===== src/rtl/mem_if_pkg.sv =====
// Shared types and constants for the memory interface unit and its timeout counter.
package mem_if_pkg;

  typedef enum logic [1:0] {
    IDLE = 2'd0,
    REQ  = 2'd1,
    DONE = 2'd2
  } mem_state_t;

  localparam int unsigned TIMEOUT_CYC_DEF = 15;
  localparam int unsigned CNT_W           = $clog2(TIMEOUT_CYC_DEF + 1);

endpackage


===== src/rtl/mem_interface_timeout_ctr.sv =====
// Loadable down-counter for the REQ-phase watchdog; expire pulses on the decrement that reaches zero.
module mem_timeout_ctr
  import mem_if_pkg::*;
#(
  parameter int unsigned W        = CNT_W,
  parameter int unsigned LOAD_VAL = TIMEOUT_CYC_DEF
) (
  input  logic clock,
  input  logic n_reset,
  input  logic load,
  input  logic dec,
  output logic expire
);

  logic [W-1:0] cnt_q, cnt_d;

  always_comb begin
    cnt_d = cnt_q;
    if (load) begin
      cnt_d = W'(LOAD_VAL);
    end else if (dec && (cnt_q != '0)) begin
      cnt_d = cnt_q - W'(1);
    end
  end

  always_ff @(posedge clock) begin
    if (!n_reset) begin
      cnt_q <= '0;
    end else begin
      cnt_q <= cnt_d;
    end
  end

  assign expire = dec && (cnt_q == W'(1));

endmodule


===== src/rtl/mem_interface.sv =====
// Memory interface: owns MAR/MDR and turns sequencer CS/R_NW strobes into a req/ack transaction.
// Optional REQ watchdog with sticky bus_error is enabled by defining MEM_TIMEOUT_EN.
module mem_interface
  import mem_if_pkg::*;
#(
  parameter int unsigned WORD_W      = 8,
  parameter int unsigned ADDR_W      = 5,
  parameter int unsigned TIMEOUT_CYC = TIMEOUT_CYC_DEF
) (
  input  logic              clock,
  input  logic              n_reset,
  input  logic              CS,
  input  logic              R_NW,
  input  logic              load_MAR,
  input  logic              load_MDR,
  input  logic [WORD_W-1:0] sysbus,
  output logic [WORD_W-1:0] mdr_out,
  output logic [ADDR_W-1:0] mem_addr,
  output logic [WORD_W-1:0] mem_wdata,
  output logic              mem_req,
  output logic              mem_we,
  input  logic [WORD_W-1:0] mem_rdata,
  input  logic              mem_ack,
  output logic              stall,
  output logic              bus_error
);

  if (TIMEOUT_CYC < 1) begin : g_bad_timeout
    $error("mem_interface: TIMEOUT_CYC must be at least 1");
  end

  mem_state_t        state_q, state_d;
  logic [ADDR_W-1:0] mar_q, mar_d;
  logic [WORD_W-1:0] mdr_q, mdr_d;
  logic              rw_q, rw_d;

`ifdef MEM_TIMEOUT_EN
  logic bus_error_q, bus_error_d;
  logic tmo_expire;

  mem_timeout_ctr #(
    .W        ($clog2(TIMEOUT_CYC + 1)),
    .LOAD_VAL (TIMEOUT_CYC)
  ) u_timeout_ctr (
    .clock   (clock),
    .n_reset (n_reset),
    .load    ((state_q == IDLE) && CS),
    .dec     ((state_q == REQ) && !mem_ack),
    .expire  (tmo_expire)
  );
`endif

  always_comb begin
    state_d = state_q;
    mar_d   = mar_q;
    mdr_d   = mdr_q;
    rw_d    = rw_q;
`ifdef MEM_TIMEOUT_EN
    bus_error_d = bus_error_q;
`endif
    case (state_q)
      IDLE: begin
        if (load_MAR) mar_d = sysbus[ADDR_W-1:0];
        if (load_MDR) mdr_d = sysbus;
        if (CS) begin
          rw_d    = R_NW;
          state_d = REQ;
        end
      end
      REQ: begin
        // An ack always wins over a coincident expiry.
        if (mem_ack) begin
          if (rw_q) mdr_d = mem_rdata;
          state_d = DONE;
        end
`ifdef MEM_TIMEOUT_EN
        else if (tmo_expire) begin
          if (rw_q) mdr_d = '1;
          bus_error_d = 1'b1;
          state_d     = DONE;
        end
`endif
      end
      DONE:    state_d = IDLE;
      default: state_d = IDLE;
    endcase
  end

  always_ff @(posedge clock) begin
    if (!n_reset) begin
      state_q <= IDLE;
      mar_q   <= '0;
      mdr_q   <= '0;
      rw_q    <= 1'b0;
`ifdef MEM_TIMEOUT_EN
      bus_error_q <= 1'b0;
`endif
    end else begin
      state_q <= state_d;
      mar_q   <= mar_d;
      mdr_q   <= mdr_d;
      rw_q    <= rw_d;
`ifdef MEM_TIMEOUT_EN
      bus_error_q <= bus_error_d;
`endif
    end
  end

  assign mem_req   = (state_q == REQ);
  assign mem_we    = (state_q == REQ) && !rw_q;
  assign mem_addr  = mar_q;
  assign mem_wdata = mdr_q;
  assign mdr_out   = mdr_q;

  // DONE drops stall so the sequencer can leave its CS state without retriggering.
  always_comb begin
    case (state_q)
      IDLE:    stall = CS;
      REQ:     stall = 1'b1;
      default: stall = 1'b0;
    endcase
  end

`ifdef MEM_TIMEOUT_EN
  assign bus_error = bus_error_q;
`else
  assign bus_error = 1'b0;
`endif

endmodule


===== config.mk =====
export PLATFORM = sky130hd
export DESIGN_NAME = mem_interface
export DESIGN_NICKNAME = d
export VERILOG_FILES = /design/src/rtl/mem_if_pkg.sv /design/src/rtl/mem_interface_timeout_ctr.sv /design/src/rtl/mem_interface.sv
export SDC_FILE = /design/constraint.sdc
export NUM_CORES = 1
export LEC_CHECK = 0
export CAP_MARGIN = 20
export CORE_MARGIN = 5
export CORE_UTILIZATION = 37
export CTS_CLUSTER_SIZE = 16
export DETAILED_ROUTE_END_ITERATION = 7
export PLACE_DENSITY = 0.78
export SLEW_MARGIN = 15
export SYNTH_ARGS = -nofsm -noshare
export SYNTH_HDL_FRONTEND = slang
export SYNTH_SLANG_ARGS = --single-unit

===== constraint.sdc =====
create_clock -name clock -period 1.4 [get_ports clock]
set_clock_uncertainty 0.05 [all_clocks]
set_input_delay 0.35 -clock clock [delete_from_list [all_inputs] [get_ports clock]]
set_output_delay 0.35 -clock clock [all_outputs]
set_load 0.005 [all_outputs]

======== Word level (Yosys, flattened, before mapping) ========
Cells that the tools add are included.
Widths: inputs -> output; s select.
word-level totals
  register bits ........................... 16
cells by class
  equality and inequality tests ........... 5
  multiplexer cells ....................... 8
  reduce and logical (&&, ||, !) cells .... 8
operator list
  cell                number
  $mux 8              3
  $pmux 8 s2          1
  $reduce_and 2->1    3
  $mux 2              2
  $ne 2x1->1 const B  2
  $ne 2x2->1 const B  2
  $pmux 2 s2          1
  $reduce_and 4->1    1
  $eq 2x1->1 const B  1
  $logic_not 2->1     1
  $pmux 1 s2          1
  $reduce_bool 2->1   1
  $logic_and 1x1->1   1
  $logic_not 1->1     1

======== Longest topological paths before layout ========
  depth in word-level cells ............... 3
  gate-level depth with buffers ........... 5
  depth with buffers taken out ............ 3

======== Least setup slack after synthesis ========
No wires, ideal clock.
  path kind ............................... flip-flop to output port
  start point ............................. register state_q[0]
  end point ............................... output port mem_we
  arrival ................................. 0.975 ns
  data required time ...................... 1.000 ns
  path slack .............................. 0.025 ns
  cell stages (with the launch flop) ...... 5
  path buffers ............................ 2
  cells stage by stage .................... dfxtp_1 -> buf_6 -> buf_2 -> nor2b_1 -> nor2b_1
between the ends
  longest elaborated chain between the ends .. 2
ends and longest elaborated chain
  element                 line                  text
  from (decl)             mem_interface.sv:32   mem_state_t state_q, state_d;
  from (signal assigned)  mem_interface.sv:99   state_q <= state_d;
  $eq 2x1->1              -
  via mem_req             mem_interface.sv:20   output logic mem_req,
  $logic_and 1x1->1       mem_interface.sv:110  assign mem_we = (state_q == REQ) && !rw_q;
  to (decl)               mem_interface.sv:21   output logic mem_we,
The timed path passes the listed nets, and every way through them passes these cells.

======== Final worst setup path ========
  start point ............................. register state_q[0]
  end point ............................... output port stall
between the ends
  longest elaborated chain between the ends .. 2
  elaborated cells between the ends (all ways) .. 3
  those cells by class .................... eq/ne: 1; mux: 1; reduce/logical: 1
ends and longest elaborated chain
  element                                               line                  text
  $eq 2x1->1 / $logic_not 2->1 (equally long branches)  mem_interface.sv:117  case (state_q)
  $pmux 1 s2 *                                          mem_interface.sv:117
  to (decl)                                             mem_interface.sv:24   output logic stall,
Every way passes the cells marked *; elsewhere a longest branch is shown, timed or not.

==> flow_metrics.tcl <==
set metrics [dict create \
    status "complete, but fails checks" \
    violations "negative setup slack" \
    crit_required_ns 1.00 \
    cts_root_buf "clkbuf_4" \
    slew_viol_final 0 \
    avgSynthCellArea_um2 9.41 \
    cp-end-kind "output port" \
    crit_path_start_kind "register" \
    whs_ns 0.464 \
    synthArstFlopShare_pct 0 \
    path_depth 5 \
    numCtsBuffers 3 \
    synth_compound_area_share_pct 20.2 \
    wl_um 2550 \
    dieArea_mm2 0.00331 \
    die_h_um 57.6 \
    cp_slowest_stage_delay_ns 0.34 \
    synth_area_um2 837 \
    hp-class "reg -> reg" \
    fp-row-count 17 \
    num_vias 824 \
    cts_sinks 16 \
    irDropWorstVdd_mv 0.503 \
    grt_max_degree 12 \
    initial_utilization_pct 38.2 \
    grt_pass1_wl_um 4260 \
    critical_path.most_common_cell "buf_6" \
    critical_path.top_delay_family "buffers and inverters" \
    ys_ff_latch 16 \
    gp_congestion 0.770 \
    rsz0062_at_grt "true" \
    synth_nets 112 \
    synth_top_area_cell "dfxtp_1" \
    htreeDepth 1 \
    seq_area_frac_synth_pct 38.3 \
    drive_above_1_share_pct 33.1 \
    leakagePower_uw 0.000713 \
    ys.flop_type "dfxtp_1" \
    yosys_warnings 0 \
    overflow 0 \
    synth_fa_ha_area_share_pct 0 \
    synth_mux_area_share_pct 7.17 \
    ios 48 \
    drc 0 \
    fin_crit_sh_pct 106 \
    synth_top_area_share_pct 38.3 \
    io_buffers 46 \
    routed_via_density 4.85 \
    path_class "reg -> out" \
    die_w_um 57.6 \
    synth.distinct_cells 20 \
    max_freq_ghz 0.672 \
    synth_most_common_cell "dfxtp_1" \
    cap_violations 0 \
    fin_util_pct 66.4 \
    antenna_found_initial 0 \
    power.density_mw_per_mm2 850 \
    synth_edf_count 0 \
    worstReg2RegEnd "mdr_out[7]" \
    critPathCapture "stall" \
    critPathBufInv 3 \
    grt_pass1_vias 939 \
    area_growth_pct 73.7 \
    first_pass_iters 3 \
    synth_cells 89 \
    clock_path_buffers 2 \
    worstSetupStartpoint "state_q[0]" \
    critPathArrivalTime_ns 1.09 \
    clk_latency_ns 0.29 \
    period_minus_slack_ns 1.49 \
    drt_iter0_drc 14 \
    core_mm2 0.00219 \
    path_max_fanout 2 \
    critPathSlowestCell "dfxtp_2" \
    postRouteAntennaNets 0 \
    r2r_start "state_q[0]" \
    grt_usage_pct 16.3 \
    synth_common_cells "dfxtp_1, buf_4" \
    setup_viol 8 \
    antenna_cells 0 \
    hold_viol 0 \
    synth-simple-area-share_pct 21.8 \
    clk_transition_reported_paths_ns 0.10 \
    wl_per_cell_um 15.0 \
    final_nets 166 \
    post-route-worst-setup-slack_ns -0.0887 \
    synth_top_family_by_area "simple AND/OR/NAND/NOR gates" \
    ff2ff_setup_slack_ns -0.01 \
    crit_chain "buf_6 > buf_6 > nor2_4 > nor2_2 > buf_2" \
    cts_tree "yes" \
    hpwl_um 1870 \
    synthXorXnorAreaFrac_pct 0 \
    ff2ff_path_depth 7 \
    synthTopCellsByArea "dfxtp_1, o211a_1, buf_4, mux2i_1, nor3b_1" \
]
[state kept, by name, indices dropped and copies added (netlist names)]
name and flops:
mdr_out 8, mem_addr 5, state_q 2, rw_q 1
[cell families (layout without fill, tap and decap cells)]
kind of cell	after synthesis	count (layout)
muxes	6	6
other	1	1
buffers and inverters	15	68
and+or+nand+nor	26	26
AOI/OAI and AO/OA	25	25
DFF	16	16
[report_power, final]
part	switching (µW)	internal [µW]	leakage (µW)
combinational	145	245	0.000556
clock	163	159	0.0000210
sequential	23.5	500	0.000137
total	332	904	0.000713
[repair_timing]
item / in CTS / in global routing
gates cloned: 0 / 0
gates resized for setup: 67 / 7
pin swaps: 3 / 3
setup endpoints to repair: 29 / 18
buffers inserted: 7 / 0
hold buffers: 0 / 0
[worst reg2reg max path, stage by stage, from the launching register on]
cell and delay (ns):
dfxtp_2 0.35, buf_6 0.10, buf_6 0.09, buf_4 0.17, nand2b_4 0.15, a21oi_2 0.06
buf_6 0.13, o211a_1 0.20
[per-stage QoR]
stage | TNS, ns | instances | setup slack, ns | cell area [µm²] | power, µW
after CTS | -0.183 | 170 | -0.115 | 1440 | 1230
after detailed placement | -3.87 | 159 | -0.494 | 1310 | 902
after floorplan | 0 | 89 | 0.0247 | 837 | 691
after global placement | -3.42 | 159 | -0.471 | 1310 | 892
after global routing | -1.02 | 170 | -0.119 | 1450 | 1290
final | -0.188 | 170 | -0.0887 | 1450 | 1240
[worst min-delay path by stage]
stage	start	slack [ns]	depth (start not counted)	end
global route	mdr_out[0]	0.49	1	mdr_out[0]
finish	mdr_out[6]	0.46	1	mdr_out[6]
floorplan	n_reset	0.43	1	mem_addr[0]
detailed placement	mem_addr[0]	0.46	2	mem_addr[0]
global placement	mem_addr[2]	0.45	2	mem_addr[2]
CTS	mdr_out[6]	0.46	1	mdr_out[6]
[final cells by class]
class                      instances  area [µm²]
sequential                        16         337
clock buffer                       4        36.3
fill                             181         737
timing repair buffer              64         601
tap                               28        35.0
multi-input combinational         58         445
[per-layer routing]
layer  GRT usage, %  part of all wire (%)  routed length [µm]  vias up
li1               -                     -                   -      409
met1           17.2                    40                1010      389
met2           30.8                    54                1370       22
met3           3.17                   4.9                 126        4
met4           6.95                   1.6                  40        0
met5              0                     0                   0        -
[cell usage in the layout (no fill, tap or decap), types with 6 or more instances in the layout]
cell | Yosys | final
dfxtp_2 | 0 | 13
nor2b_1 | 8 | 7
o21ai_0 | 8 | 6
nor3b_1 | 8 | 8
buf_6 | 1 | 8
o211a_1 | 8 | 8
clkdlybuf4s50_1 | 0 | 21
mux2i_1 | 6 | 6
dlygate4sd2_1 | 0 | 18
a21oi_1 | 8 | 8
buf_4 | 9 | 9
Power figures use the tool's default switching activity.
